### src/rtl/dilithium_pkg.sv
// Shared ML-DSA constants, challenge codes and the multiplier state encoding.
// Also holds small helpers that map a nonzero challenge entry onto an operand read.
package dilithium_pkg;

   localparam int unsigned Q      = 8380417;
   localparam int          N      = 256;
   localparam int          COEF_W = 24;

   localparam logic [1:0] C_ZERO = 2'd0;
   localparam logic [1:0] C_POS  = 2'd1;
   localparam logic [1:0] C_NEG  = 2'd3;

   typedef enum logic [2:0] {
      ST_IDLE  = 3'd0,
      ST_SCAN  = 3'd1,
      ST_ISSUE = 3'd2,
      ST_DRAIN = 3'd3,
      ST_WRITE = 3'd4,
      ST_DONE  = 3'd5
   } state_t;

   typedef struct packed {
      logic [7:0] pos;
      logic       neg;
   } nz_entry_t;

   function automatic logic [7:0] operand_addr(input logic [7:0] n, input nz_entry_t e);
      return n - e.pos;
   endfunction

   // X^256 = -1, so a term that wraps past the top flips its sign once more.
   function automatic logic term_negated(input logic [7:0] n, input nz_entry_t e);
      return e.neg ^ (e.pos > n);
   endfunction

endpackage

### src/rtl/challenge_poly_mult_if.sv
// Control and memory-port bundle of the sparse challenge multiplier.
// start is a one-cycle request honoured only in IDLE; done pulses once after w[255] is written; both RAM reads return data the cycle after the address.
interface challenge_poly_mult_if;
   import dilithium_pkg::*;

   logic        start;
   logic        busy;
   logic        done;
   logic [7:0]  c_addr;
   logic [1:0]  c_rdata;
   logic [7:0]  s_addr;
   logic [23:0] s_rdata;
   logic [15:0] w_A;
   logic [23:0] w_D;
   logic        w_WEB;
   logic [6:0]  nz_count;
   logic        err_overflow;
   state_t      state;

   modport master (
      output start, c_rdata, s_rdata,
      input  busy, done, c_addr, s_addr, w_A, w_D, w_WEB, nz_count, err_overflow, state
   );

   modport slave (
      input  start, c_rdata, s_rdata,
      output busy, done, c_addr, s_addr, w_A, w_D, w_WEB, nz_count, err_overflow, state
   );

endinterface

### src/rtl/modq_cond_acc.sv
// acc + (negate ? -operand : operand) mod Q for acc, operand in [0, Q).
// Negating zero yields zero so the result never equals Q.
module modq_cond_acc
   import dilithium_pkg::*;
(
   input  logic [23:0] acc,
   input  logic [23:0] operand,
   input  logic        negate,
   output logic [23:0] sum
);

   logic [23:0] term;
   logic [24:0] raw;

   always_comb begin
      term = operand;
      if (negate && (operand != 24'd0)) term = 24'(Q) - operand;
      raw = {1'b0, acc} + {1'b0, term};
      sum = raw[23:0];
      if (raw >= 25'(Q)) sum = 24'(raw - 25'(Q));
   end

endmodule

### src/rtl/challenge_poly_mult.sv
// Sparse negacyclic multiply w = c*s mod (X^256+1, Q): scan c into a list of
// nonzero +-1 positions, then accumulate one output coefficient per list pass.
module challenge_poly_mult
   import dilithium_pkg::*;
#(
   parameter int MAX_NZ = 64
) (
   input  logic                  clk,
   input  logic                  rst,
   challenge_poly_mult_if.slave  bus
);

   localparam int IDX_W = $clog2(MAX_NZ);

   state_t      state_q;
   nz_entry_t   nz_list [MAX_NZ];
   logic [8:0]  scan_cnt;
   logic        pend_vld;
   logic [7:0]  pend_pos;
   logic [6:0]  issue_idx;
   logic [7:0]  coef_n;
   logic        flip_a, vld_a;
   logic        flip_d, vld_d;
   logic [23:0] acc, acc_sum, acc_next;

   logic        code_nz, has_room, append;
   logic [6:0]  nz_final;
   logic [7:0]  n_next;
   nz_entry_t   new_entry, first_entry, issue_entry;

   assign bus.state = state_q;

   modq_cond_acc u_acc (
      .acc     (acc),
      .operand (bus.s_rdata),
      .negate  (flip_d),
      .sum     (acc_sum)
   );

   always_comb begin
      code_nz     = pend_vld && ((bus.c_rdata == C_POS) || (bus.c_rdata == C_NEG));
      has_room    = bus.nz_count < 7'(MAX_NZ);
      append      = (state_q == ST_SCAN) && code_nz && has_room;
      nz_final    = bus.nz_count + 7'(append);
      new_entry   = '{pos: pend_pos, neg: (bus.c_rdata == C_NEG)};
      // The very last scan edge may be the one that writes entry 0.
      first_entry = (bus.nz_count == 7'd0) ? new_entry : nz_list[0];
      issue_entry = nz_list[issue_idx[IDX_W-1:0]];
      n_next      = coef_n + 8'd1;
      acc_next    = vld_d ? acc_sum : acc;
   end

   always_ff @(posedge clk) begin
      if (rst) begin
         state_q          <= ST_IDLE;
         bus.busy         <= 1'b0;
         bus.done         <= 1'b0;
         bus.c_addr       <= 8'd0;
         bus.s_addr       <= 8'd0;
         bus.w_A          <= 16'd0;
         bus.w_D          <= 24'd0;
         bus.w_WEB        <= 1'b1;
         bus.nz_count     <= 7'd0;
         bus.err_overflow <= 1'b0;
         pend_vld         <= 1'b0;
         vld_a            <= 1'b0;
         vld_d            <= 1'b0;
      end else begin
         bus.done  <= 1'b0;
         bus.w_WEB <= 1'b1;
         vld_a     <= 1'b0;
         vld_d     <= vld_a;
         flip_d    <= flip_a;
         acc       <= acc_next;

         unique case (state_q)
            ST_IDLE: begin
               if (bus.start) begin
                  state_q          <= ST_SCAN;
                  bus.busy         <= 1'b1;
                  bus.nz_count     <= 7'd0;
                  bus.err_overflow <= 1'b0;
                  bus.c_addr       <= 8'd0;
                  scan_cnt         <= 9'd0;
                  pend_vld         <= 1'b0;
                  for (int i = 0; i < MAX_NZ; i++) nz_list[i] <= '0;
               end
            end

            ST_SCAN: begin
               if (code_nz) begin
                  if (has_room) begin
                     nz_list[bus.nz_count[IDX_W-1:0]] <= new_entry;
                     bus.nz_count <= bus.nz_count + 7'd1;
                  end else begin
                     bus.err_overflow <= 1'b1;
                  end
               end
               pend_pos   <= bus.c_addr;
               pend_vld   <= !scan_cnt[8];
               bus.c_addr <= bus.c_addr + 8'd1;
               scan_cnt   <= scan_cnt + 9'd1;
               if (scan_cnt[8]) begin
                  coef_n <= 8'd0;
                  acc    <= 24'd0;
                  if (nz_final != 7'd0) begin
                     state_q    <= ST_ISSUE;
                     bus.s_addr <= operand_addr(8'd0, first_entry);
                     flip_a     <= term_negated(8'd0, first_entry);
                     vld_a      <= 1'b1;
                     issue_idx  <= 7'd1;
                  end else begin
                     state_q <= ST_DRAIN;
                  end
               end
            end

            ST_ISSUE: begin
               if (issue_idx == bus.nz_count) begin
                  state_q <= ST_DRAIN;
               end else begin
                  bus.s_addr <= operand_addr(coef_n, issue_entry);
                  flip_a     <= term_negated(coef_n, issue_entry);
                  vld_a      <= 1'b1;
                  issue_idx  <= issue_idx + 7'd1;
               end
            end

            ST_DRAIN: begin
               state_q   <= ST_WRITE;
               bus.w_WEB <= 1'b0;
               bus.w_A   <= {8'h00, coef_n};
               bus.w_D   <= acc_next;
            end

            ST_WRITE: begin
               acc <= 24'd0;
               if (coef_n == 8'd255) begin
                  state_q  <= ST_DONE;
                  bus.done <= 1'b1;
                  bus.busy <= 1'b0;
               end else begin
                  coef_n <= n_next;
                  if (bus.nz_count != 7'd0) begin
                     state_q    <= ST_ISSUE;
                     bus.s_addr <= operand_addr(n_next, nz_list[0]);
                     flip_a     <= term_negated(n_next, nz_list[0]);
                     vld_a      <= 1'b1;
                     issue_idx  <= 7'd1;
                  end else begin
                     state_q <= ST_DRAIN;
                  end
               end
            end

            ST_DONE: state_q <= ST_IDLE;

            default: state_q <= ST_IDLE;
         endcase
      end
   end

endmodule

### src/flat_wrapper.sv
// flat-port wrapper written by rule: the top's interface ports become plain ports
module challenge_poly_mult_flat import dilithium_pkg::*;
#(
   parameter int MAX_NZ = 64
)
  (clk, rst, bus_start, bus_c_rdata, bus_s_rdata, bus_busy, bus_done, bus_c_addr, bus_s_addr, bus_w_A, bus_w_D, bus_w_WEB, bus_nz_count, bus_err_overflow, bus_state);
  challenge_poly_mult_if bus_i ();
  input  logic clk;
  input  logic rst;
  input wire logic [$bits(bus_i.start)-1:0] bus_start;
  input wire logic [$bits(bus_i.c_rdata)-1:0] bus_c_rdata;
  input wire logic [$bits(bus_i.s_rdata)-1:0] bus_s_rdata;
  output wire logic [$bits(bus_i.busy)-1:0] bus_busy;
  output wire logic [$bits(bus_i.done)-1:0] bus_done;
  output wire logic [$bits(bus_i.c_addr)-1:0] bus_c_addr;
  output wire logic [$bits(bus_i.s_addr)-1:0] bus_s_addr;
  output wire logic [$bits(bus_i.w_A)-1:0] bus_w_A;
  output wire logic [$bits(bus_i.w_D)-1:0] bus_w_D;
  output wire logic [$bits(bus_i.w_WEB)-1:0] bus_w_WEB;
  output wire logic [$bits(bus_i.nz_count)-1:0] bus_nz_count;
  output wire logic [$bits(bus_i.err_overflow)-1:0] bus_err_overflow;
  output wire logic [$bits(bus_i.state)-1:0] bus_state;
  assign bus_i.start = bus_start;
  assign bus_i.c_rdata = bus_c_rdata;
  assign bus_i.s_rdata = bus_s_rdata;
  assign bus_busy = bus_i.busy;
  assign bus_done = bus_i.done;
  assign bus_c_addr = bus_i.c_addr;
  assign bus_s_addr = bus_i.s_addr;
  assign bus_w_A = bus_i.w_A;
  assign bus_w_D = bus_i.w_D;
  assign bus_w_WEB = bus_i.w_WEB;
  assign bus_nz_count = bus_i.nz_count;
  assign bus_err_overflow = bus_i.err_overflow;
  assign bus_state = bus_i.state;
  challenge_poly_mult #(.MAX_NZ(MAX_NZ)) u_core (.clk(clk), .rst(rst), .bus(bus_i));
endmodule
### config.mk
export PLATFORM = sky130hd
export DESIGN_NAME = challenge_poly_mult_flat
export DESIGN_NICKNAME = d
export VERILOG_FILES = /design/src/rtl/dilithium_pkg.sv /design/src/rtl/challenge_poly_mult_if.sv /design/src/rtl/modq_cond_acc.sv /design/src/rtl/challenge_poly_mult.sv /design/src/flat_wrapper.sv
export SDC_FILE = /design/constraint.sdc
export NUM_CORES = 1
export LEC_CHECK = 0
export CORE_ASPECT_RATIO = 0.8
export CORE_MARGIN = 3
export CORE_UTILIZATION = 67
export DETAILED_ROUTE_END_ITERATION = 8
export PLACE_DENSITY_LB_ADDON = 0.25
export SLEW_MARGIN = 10
export SYNTH_ARGS = -nofsm -noshare
export SYNTH_HDL_FRONTEND = slang
export SYNTH_SLANG_ARGS = --single-unit
### constraint.sdc
create_clock -name clk -period 20.2 [get_ports clk]
set_input_delay 5.05 -clock clk [delete_from_list [all_inputs] [get_ports clk]]
set_output_delay 5.05 -clock clk [all_outputs]
set_load 0.1 [all_outputs]
==> results.toml, run 1 <==
[outcome]
status = "finished, final reports clean"

[die]
ios = 99
dieArea_um2 = 56050
rows = 74
core-area_um2 = 51850
die_h_um = 212.4
start_util_pct = 68.78
die_w_um = 263.9

[clock_network]
clock_sinks = 705
clk_latency_ns = 0.62
cts_setup_buffers = 0
clockRootBuffer = "clkbuf_16"
ctsResizeCount = 0
clockBufferDepth = 3
cts_buffers = 70
ctsHoldBuffers = 0
cts.reportedPaths.clkPinSlew_ns = 0.06
cts_tree = "done"
h-tree-depth = 3

[layout]
drive_gt1_share_pct = 13.30
fillerInstances = 3182
final_common_cell = "edfxtp_1"
nets = 2814
layout_common_cells = "edfxtp_1 (634), and3_1 (529), nor2_1 (204)"
diodes = 0
syn2layout_area_growth_pct = 9.070

[power]
swShare_pct = 28.18
p_leak_nw = 15.23
pwr-share-clk_pct = 34.5
p_sw_mw = 1.034
power_frac_seq_pct = 47.0
p_int_mw = 2.636
peakVddDrop_mv = 0.07857
power_density_nw_per_um2 = 94.36
power_frac_comb_pct = 18.5

[yosys]
avgSynthCellArea_um2 = 12.71
synth_ff_type = "edfxtp_1"
synth_seq_cells = 705
synthesis.area_um2 = 35660
synth_cell_types = 80
async_reset_ff_share_pct = 0
ys_warn_count = 0
synth_seq_area_share_pct = 57.37
synth_edf_count = 634
syn_inst = 2806

[placement]
place_hpwl_um = 57670
gp_congestion = 0.9589
numPortBuffers = 90

[detailed_routing]
drt_wl_total_um = 94250
antenna_left = 0
routedWlPerCell_um = 27.19
drt_iter0_drc = 3605
via_per_inst = 7.048
drt_first_pass_iters = 6
drc = 0
vias = 24440

[worst_setup_path]
path_cells = "clkdlybuf4s50_1, nor3_1, nand3_1, or4_1, o21ai_1, nor2_1, xor2_1, ha_1, a21o_1, a221oi_1, xnor2_1, o2111ai_1, nor4b_1, nand4_1, a41oi_2, buf_4, nor3_1, xnor2_1, nor2_1, o41ai_1"
worstRegToRegCells = 17
cpPeakStageDelay_ns = 0.91
crit_arrival_ns = 11.88
worstSetupStartpoint = "bus_s_rdata[3]"
crit_fanout = 21
worstSetupPathDepth = 20
critical_path_class = "primary input to register"
endpoint_kind = "register"
ff2ff_setup_slack_ns = 13.69
cp.buffers_inverters = 2
r2r-end = "u_core.bus.s_addr[7]"
slowest_stage = "nor4b_1"
setup.worst_path.end = "u_core.bus.w_D[16]"
cp.required_ns = 20.69
cp-start-kind = "primary input"
crit_family = "simple AND/OR/NAND/NOR gates"

[global_routing]
antenna_found_initial = 2
grt_util_all_layers_pct = 33.95
grt_overflow = 0
grt_pass1_wl_um = 144000
first_global_vias = 23440
grt_start_max_net_pins = 74

[sta]
rsz0062_at_grt = "false"
hold_violations = 0
timing.fmax_mhz = 87.80
slew_viol_final = 0
min_period_ns = 11.39
post-route-period-util_pct = 56.39
relSlewSlack_pct = 28.02
holdWs_ns = 0.4520
worst_pin_slew_ns = 1.080
fin_worst_skew_ns = 0.01719
setup_tns_ns = 0
setup_viol = 0

[hold_path]
hp-class = "register to register"

[flow_run]
cap_viol_max_count = 0
## state kept, by name, indices dropped and copies added (netlist names), 3 cells and up, named ones only
register	cells
u_core.bus.s_addr	8
u_core.nz_list	576
u_core.acc	24
u_core.bus.w_D	24
u_core.issue_idx	7
u_core.bus.w_A	8
u_core.bus.nz_count	7
u_core.pend_pos	8
u_core.bus.c_addr	8
u_core.coef_n	8
u_core.scan_cnt	9
u_core.bus.state	3
## cell families after synthesis
group,synth area share [%]
and+or+nand+nor,17.29
DFF,57.37
buffers and inverters,3.607
AOI/OAI and AO/OA,4.575
muxes,12.65
xor gates and xnor gates,2.431
adders and majority gates,2.063
other,0.01052
## how the worst min path moves through the flow
stage	cells past startpoint	start	slack [ns]	to
floorplan	0	u_core.flip_a	0.40	u_core.flip_d
global placement	1	u_core.vld_a	0.42	u_core.vld_d
detailed placement	2	u_core.bus.busy	0.45	u_core.bus.busy
CTS	1	u_core.vld_a	0.45	u_core.vld_d
global route	1	u_core.vld_a	0.47	u_core.vld_d
finish	1	u_core.vld_a	0.45	u_core.vld_d
## cell usage after synthesis (12+ instances only)
| master | instances | share of area [%] |
|---|---|---|
| nand2b_1 | 13 | 0.23 |
| nand4_1 | 17 | 0.30 |
| mux2i_1 | 14 | 0.39 |
| or3_1 | 12 | 0.21 |
| o21ai_0 | 44 | 0.62 |
| clkbuf_1 | 243 | 2.6 |
| ha_1 | 54 | 1.9 |
| nor2_1 | 210 | 2.2 |
| and2_1 | 16 | 0.28 |
| a21oi_1 | 72 | 1.0 |
| nor3_1 | 45 | 0.63 |
| o41ai_1 | 16 | 0.39 |
| nand3_1 | 63 | 0.88 |
| edfxtp_1 | 634 | 53 |
| inv_1 | 40 | 0.42 |
| and3_1 | 531 | 9.3 |
| dfxtp_1 | 71 | 4.0 |
| mux4_2 | 189 | 12 |
| a21o_1 | 19 | 0.40 |
| nand2_1 | 204 | 2.1 |
| xor2_1 | 42 | 1.0 |
| xnor2_1 | 57 | 1.4 |
| buf_1 | 30 | 0.32 |
## final cells by class
class / count / area (um2) / area share [%]
repair buffers: 131 / 1204 / 3.095
multi-input cells: 1779 / 14030 / 36.06
well taps: 684 / 855.8 / 2.200
inverters: 41 / 153.9 / 0.3957
flip-flops and latches: 705 / 20470 / 52.63
clock inverters: 38 / 320.3 / 0.8235
clock buffers: 89 / 1866 / 4.796
## power groups by stage
stage / sequential, mW / combinational (mW) / clock [mW]
2_1_floorplan: 1.77 / 0.444 / 0
3_3_place_gp: 1.75 / 0.649 / 0
3_5_place_dp: 1.75 / 0.658 / 0
4_1_cts: 1.72 / 0.663 / 1.27
5_1_grt: 1.73 / 0.718 / 1.33
6_report: 1.72 / 0.678 / 1.27
## metal layers
layer / part of all wire, % / global-route usage [%] / routed length (um) / vias to the layer above
li1: - / - / - / 10480
met1: 40 / 51.60 / 37270 / 12080
met2: 45 / 50.40 / 42230 / 1651
met3: 13 / 6.930 / 11830 / 222
met4: 3.1 / 10.49 / 2914 / 2
met5: 0.011 / 0 / 10 / -
## metrics by stage
step           cell area [um2]  power, mW  instances  util, %  worst slack [ns]
5_1_grt                  38890      3.783       3467    75.01             8.488
3_3_place_gp             36710      2.396       3340    70.80             8.637
3_5_place_dp             36710      2.412       3340    70.80             8.453
6_report                 38890      3.670       3467    75.01             8.810
2_1_floorplan            35690      2.213       2813        -             10.29
4_1_cts                  38890      3.661       3467    75.01             9.062
Note: power is estimated with default switching activity, not from simulation.
==> run 2, diff against run 1 <==
--- a/config.mk
+++ b/config.mk
@@ -7,7 +7,7 @@
 export LEC_CHECK = 0
 export CORE_ASPECT_RATIO = 0.8
 export CORE_MARGIN = 3
-export CORE_UTILIZATION = 67
+export CORE_UTILIZATION = 56
 export DETAILED_ROUTE_END_ITERATION = 8
 export PLACE_DENSITY_LB_ADDON = 0.25
 export SLEW_MARGIN = 10
==> constraint.sdc (replaced) <==
create_clock -name clk -period 9.3 [get_ports clk]
set_input_delay 2.325 -clock clk [delete_from_list [all_inputs] [get_ports clk]]
set_output_delay 2.325 -clock clk [all_outputs]
set_load 0.1 [all_outputs]
==> run 2 against run 1 <==
Against the previous run: routed wire length down 1.5%; sequential share of layout area shrank 0.47 points; largest cell class unchanged; critical path depth unchanged; sequential power is 120% higher; combinational power rose by 110%; critical endpoint is now u_core.bus.w_D[18]; cell count increased by 4.8%; non-clock buffer count increased by 11; hold slack got worse by 0.030 ns.
==> results.toml, run 2 (synthesis gave the netlist of run 1 again) <==
[outcome]
status = "finished, final reports clean"

[layout]
fin_util_pct = 62.50
drive_gt1_share_pct = 13.64
reg_top3 = "u_core.nz_list x576, u_core.acc x24, u_core.bus.w_D x24"
nets = 2825
largest_reg_flops = 576
top_register = "u_core.nz_list"
syn2layout_area_growth_pct = 10.05
fillerInstances = 4763
multi_input_area_um2 = 14020
layout_common_cells = "edfxtp_1 (634), and3_1 (529), nor2_1 (204)"
regArea_um2 = 20470
final_common_cell = "edfxtp_1"

[placement]
place_hpwl_um = 56700
gp_congestion = 0.8967
numPortBuffers = 90

[die]
start_util_pct = 56.79
die_h_um = 231.7
die_w_um = 288.1
ios = 99
core-area_um2 = 62790
dieArea_um2 = 66760
rows = 82

[sta]
hold_violations = 0
worst_pin_slew_ns = 1.146
timing.fmax_mhz = 124.8
post-route-period-util_pct = 86.16
relSlewSlack_pct = 22.87
setup_tns_ns = 0
min_period_ns = 8.013
fin_worst_skew_ns = 0.02302
setup_viol = 0
rsz0062_at_grt = "false"
slew_viol_final = 0

[clock_network]
cts_setup_buffers = 0
clockRootBuffer = "clkbuf_16"
ctsResizeCount = 0
clockBufferDepth = 3
clk_latency_ns = 0.62
cts_buffers = 70
clock_sinks = 705
ctsHoldBuffers = 0
cts_tree = "done"
h-tree-depth = 3
cts.reportedPaths.clkPinSlew_ns = 0.06

[detailed_routing]
antenna_left = 0
drc = 0
drt_iter0_drc = 2811
drt_first_pass_iters = 6
via_per_inst = 6.577
vias = 23900
routedWlPerCell_um = 25.54
drt_wl_total_um = 92820

[worst_setup_path]
cp-start-kind = "primary input"
critical_path_class = "primary input to register"
worstRegToRegCells = 16
crit_arrival_ns = 8.52
crit_fanout = 12
cp.required_ns = 9.81
endpoint_kind = "register"

[power]
swShare_pct = 27.80
power_frac_comb_pct = 18.1
power_frac_seq_pct = 46.8
p_leak_nw = 15.33
p_sw_mw = 2.223
p_int_mw = 5.773
peakVddDrop_mv = 0.1677
pwr-share-clk_pct = 35.1
power_density_nw_per_um2 = 203.8

[global_routing]
grt_overflow = 0
first_global_vias = 22820
grt_start_max_net_pins = 110
antenna_found_initial = 1
grt_util_all_layers_pct = 27.94
grt_pass1_wl_um = 140800

[hold_path]
hold_path_depth = 0
hp-class = "register to register"

[flow_run]
cap_viol_max_count = 0
[run 2: changes by cell type in the layout (fill, tap and decap cells not counted), moves of 2 or more]
| cell | change |
|---|---|
| inv_6 | +2 |
| bufinv_16 | +2 |
| clkbuf_16 | -2 |
| buf_12 | +3 |
| clkbuf_1 | +4 |
| clkinvlp_4 | -4 |
| clkinv_1 | -6 |
| clkbuf_8 | +2 |
| buf_4 | +8 |
[run 2: layout make-up]
cell class,instances,area share (%)
Inverter,41,0.3921
Sequential cell,705,52.16
Tap cell,840,2.678
Multi-Input combinational cell,1779,35.74
Clock buffer,93,4.734
Antenna cell,1,0.006376
Timing Repair Buffer,142,3.373
Clock inverter,33,0.9214
[run 2: critical path, stage by stage]
cell and delay (ns):
clkdlybuf4s50_1 0.48, nor3_1 0.41, nand3_1 0.20, or4_1 0.60, o21a_1 0.43, o31ai_1 0.17
xnor2_1 0.16, ha_1 0.34, and3_1 0.24, a221o_1 0.44, a21oi_1 0.34, o21ai_1 0.16
a311o_1 0.48, nor4_4 0.42, a41oi_2 0.18, buf_4 0.22, nor3_1 0.22, xor2_1 0.24
nor2_1 0.11, o41ai_2 0.36
[run 2: power by group through the flow]
| stage | registers [mW] | clock network, mW | logic, mW |
|---|---|---|---|
| global placement | 3.80 | 0 | 1.41 |
| floorplan | 3.84 | 0 | 0.965 |
| global route | 3.76 | 2.95 | 1.54 |
| finish | 3.74 | 2.80 | 1.45 |
| detailed placement | 3.81 | 0 | 1.43 |
| CTS | 3.74 | 2.83 | 1.43 |
[run 2: path summary, 6_finish.rpt]
kind | startpoint | end | slack, ns
setup / recovery | bus_s_rdata[3] | u_core.bus.w_D[18] | 1.29
hold / removal | u_core.flip_a | u_core.flip_d | 0.42
setup reg to reg | register | u_core.flip_a | 3.80
hold reg to reg | u_core.flip_a | u_core.flip_d | 0.42
[run 2: routing by layer]
layer  share of wire [%]  routed length, um  track usage, %  vias to the layer above
li1                    -                  -               -                    10500
met4                 2.4               2187           7.247                        2
met5               0.014                 13               0                        -
met3                  11               9907           5.309                      154
met2                  46              42240           41.84                     1327
met1                  41              38470           42.42                    11920
[run 2: stage by stage]
stage	hold WS (ns)	instances	total power, mW	instance area [um2]	setup WS, ns
5_1_grt	0.4298	3633	8.258	39240	0.8850
2_1_floorplan	0.4003	2813	4.806	35690	2.113
4_1_cts	0.4224	3633	8.007	39240	1.418
6_report	0.4216	3634	7.997	39250	1.287
3_3_place_gp	0.4292	3507	5.211	37020	0.8938
3_5_place_dp	0.4158	3507	5.237	37020	0.8093
==> patch (config.mk and constraints of run 1) <==
`MAX_NZ` is set to 64 in 2 places; all go to 32.
--- a/src/rtl/challenge_poly_mult.sv
+++ b/src/rtl/challenge_poly_mult.sv
@@ -4,5 +4,5 @@
    import dilithium_pkg::*;
 #(
-   parameter int MAX_NZ = 64
+   parameter int MAX_NZ = 32
 ) (
    input  logic                  clk,
--- a/src/flat_wrapper.sv
+++ b/src/flat_wrapper.sv
@@ -2,5 +2,5 @@
 module challenge_poly_mult_flat import dilithium_pkg::*;
 #(
-   parameter int MAX_NZ = 64
+   parameter int MAX_NZ = 32
 )
   (clk, rst, bus_start, bus_c_rdata, bus_s_rdata, bus_busy, bus_done, bus_c_addr, bus_s_addr, bus_w_A, bus_w_D, bus_w_WEB, bus_nz_count, bus_err_overflow, bus_state);
Check against the original RTL: not settled (the Yosys comparison gave no result); the edit may change what the design does.
==> patch against run 1 <==
  * Die area is 36% lower
  * Area after synthesis is 37% lower
  * Design area is 36% lower
  * Total power is 31% lower
  * Sequential cell count is 289 lower
  * Register-to-register slack better by 0.79 ns
  * Worst setup slack worse by 0.36 ns
  * Hold slack worse by 0.030 ns
  * Routed wire length is 37% lower
  * Global-route usage is 0.66 points lower
  * Highest routed layer is now met4
==> patch: results (changes against run 1) <==
Outcome:
- Result of the run: completed (unchanged).

CTS:
- The number of levels the H-tree was split into is 2 (was 3).
- The total clock buffers created by CTS came to 40 (was 70).
- The clock latency on the worst-skew pair was 0.55 ns (was 0.62 ns).

Drt:
- The routed metal-1 wirelength came to 23400 um (was 37300 um).
- The first-pass iteration count of the detailed router is 7 (was 6).
- The wire length on met3 is 8230 um (was 11800 um).
- The routed wire length is 59700 um (was 94300 um).
- The average wire per standard cell came to 24.8 um (was 27.2 um).
- The uppermost layer routed is met4 (was met5).

Logic synthesis:
- The fraction of the mapped netlist area in adder cells is 0.0337 (was 0.0206).
- The mux contribution to synthesized area is 0.104 (was 0.126).
- The share of the synthesized area in compound gates (AO/OA/AOI/OAI) is 0.0836 (was 0.0458).
- The number of enable-type register cells in the synthesized netlist is 346 (was 634).
- The number of cells produced by synthesis is 1941 (was 2806).
- Dominant cells by area after synthesis: sky130_fd_sc_hd__edfxtp_1, sky130_fd_sc_hd__mux4_2, sky130_fd_sc_hd__and3_1, sky130_fd_sc_hd__dfxtp_1, sky130_fd_sc_hd__ha_1 (was sky130_fd_sc_hd__edfxtp_1, sky130_fd_sc_hd__mux4_2, sky130_fd_sc_hd__and3_1, sky130_fd_sc_hd__dfxtp_1, sky130_fd_sc_hd__clkbuf_1).
- The share of the synthesized area in the top cell type is 0.460 (was 0.534).

Critical path:
- The worst-path maximum fanout is 15 (was 21).
- The cell with the biggest individual delay on the critical path is sky130_fd_sc_hd__a221oi_2 (was sky130_fd_sc_hd__nor4b_1).
- The cell count of the worst reg-to-reg path came to 14 (was 17).
- The critical path's largest stage delay is 0.87 ns (was 0.91 ns).
- The worst setup slack for register-to-register paths is 14.48 ns (was 13.69 ns).

Placed design:
- The post-place instance area is 0.0236 mm2 (was 0.0367 mm2).
- The post-place setup slack is 8.08 ns (was 8.45 ns).
- The final weighted congestion of routability-driven global placement is 0.911 (was 0.959).
- The half-perimeter wire length of the detailed placement result is 39800 um (was 57700 um).

Power:
- The static power due to leakage came to 9.70 nW (was 15.2 nW).
- The peak supply drop is 0.0000754 V (was 0.0000786 V).
- The clock share of power is 0.293 (was 0.345).

Timing:
- The worst slew slack as a fraction of its limit is 0.150 (was 0.280).
- The final period utilization was 0.582 (was 0.564).
- The setup skew after layout is 0.0129 ns (was 0.0172 ns).

Cells and area:
- The final net count is 2039 (was 2814).
- Largest registers: u_core.nz_list (288), u_core.acc (24), u_core.bus.w_D (24) (was u_core.nz_list (576), u_core.acc (24), u_core.bus.w_D (24)).
- The filler cell count in the final layout came to 2017 (was 3182).

GRT:
- The combined global-route utilization of all metal layers is 0.333 (was 0.340).
- The first-pass GRT wire length was 91700 um (was 144000 um).

Worst hold path:
- The worst min-delay path startpoint is u_core.flip_a (was u_core.vld_a).
- The worst hold path stage count is 0 (was 1).
## patch: cell count changes after synthesis, moves of 11 or more
cell and change:
sky130_fd_sc_hd__xnor2_1 -22, sky130_fd_sc_hd__nand3_1 -14, sky130_fd_sc_hd__edfxtp_1 -288, sky130_fd_sc_hd__nor2_1 -51, sky130_fd_sc_hd__nand2_1 -47, sky130_fd_sc_hd__o41ai_1 -11, sky130_fd_sc_hd__mux4_2 -99, sky130_fd_sc_hd__clkbuf_1 -112
sky130_fd_sc_hd__buf_1 -21, sky130_fd_sc_hd__and2_1 +33, sky130_fd_sc_hd__and3_1 -295
## patch: layout make-up
class	instances	area, um2	share of cell area
sequential	416	11800	0.473
multi-input combinational	1334	10000	0.403
timing repair buffer	121	1130	0.0453
clock buffer	51	1090	0.0439
tap	427	534	0.0214
clock inverter	23	190	0.00763
inverter	38	143	0.00572
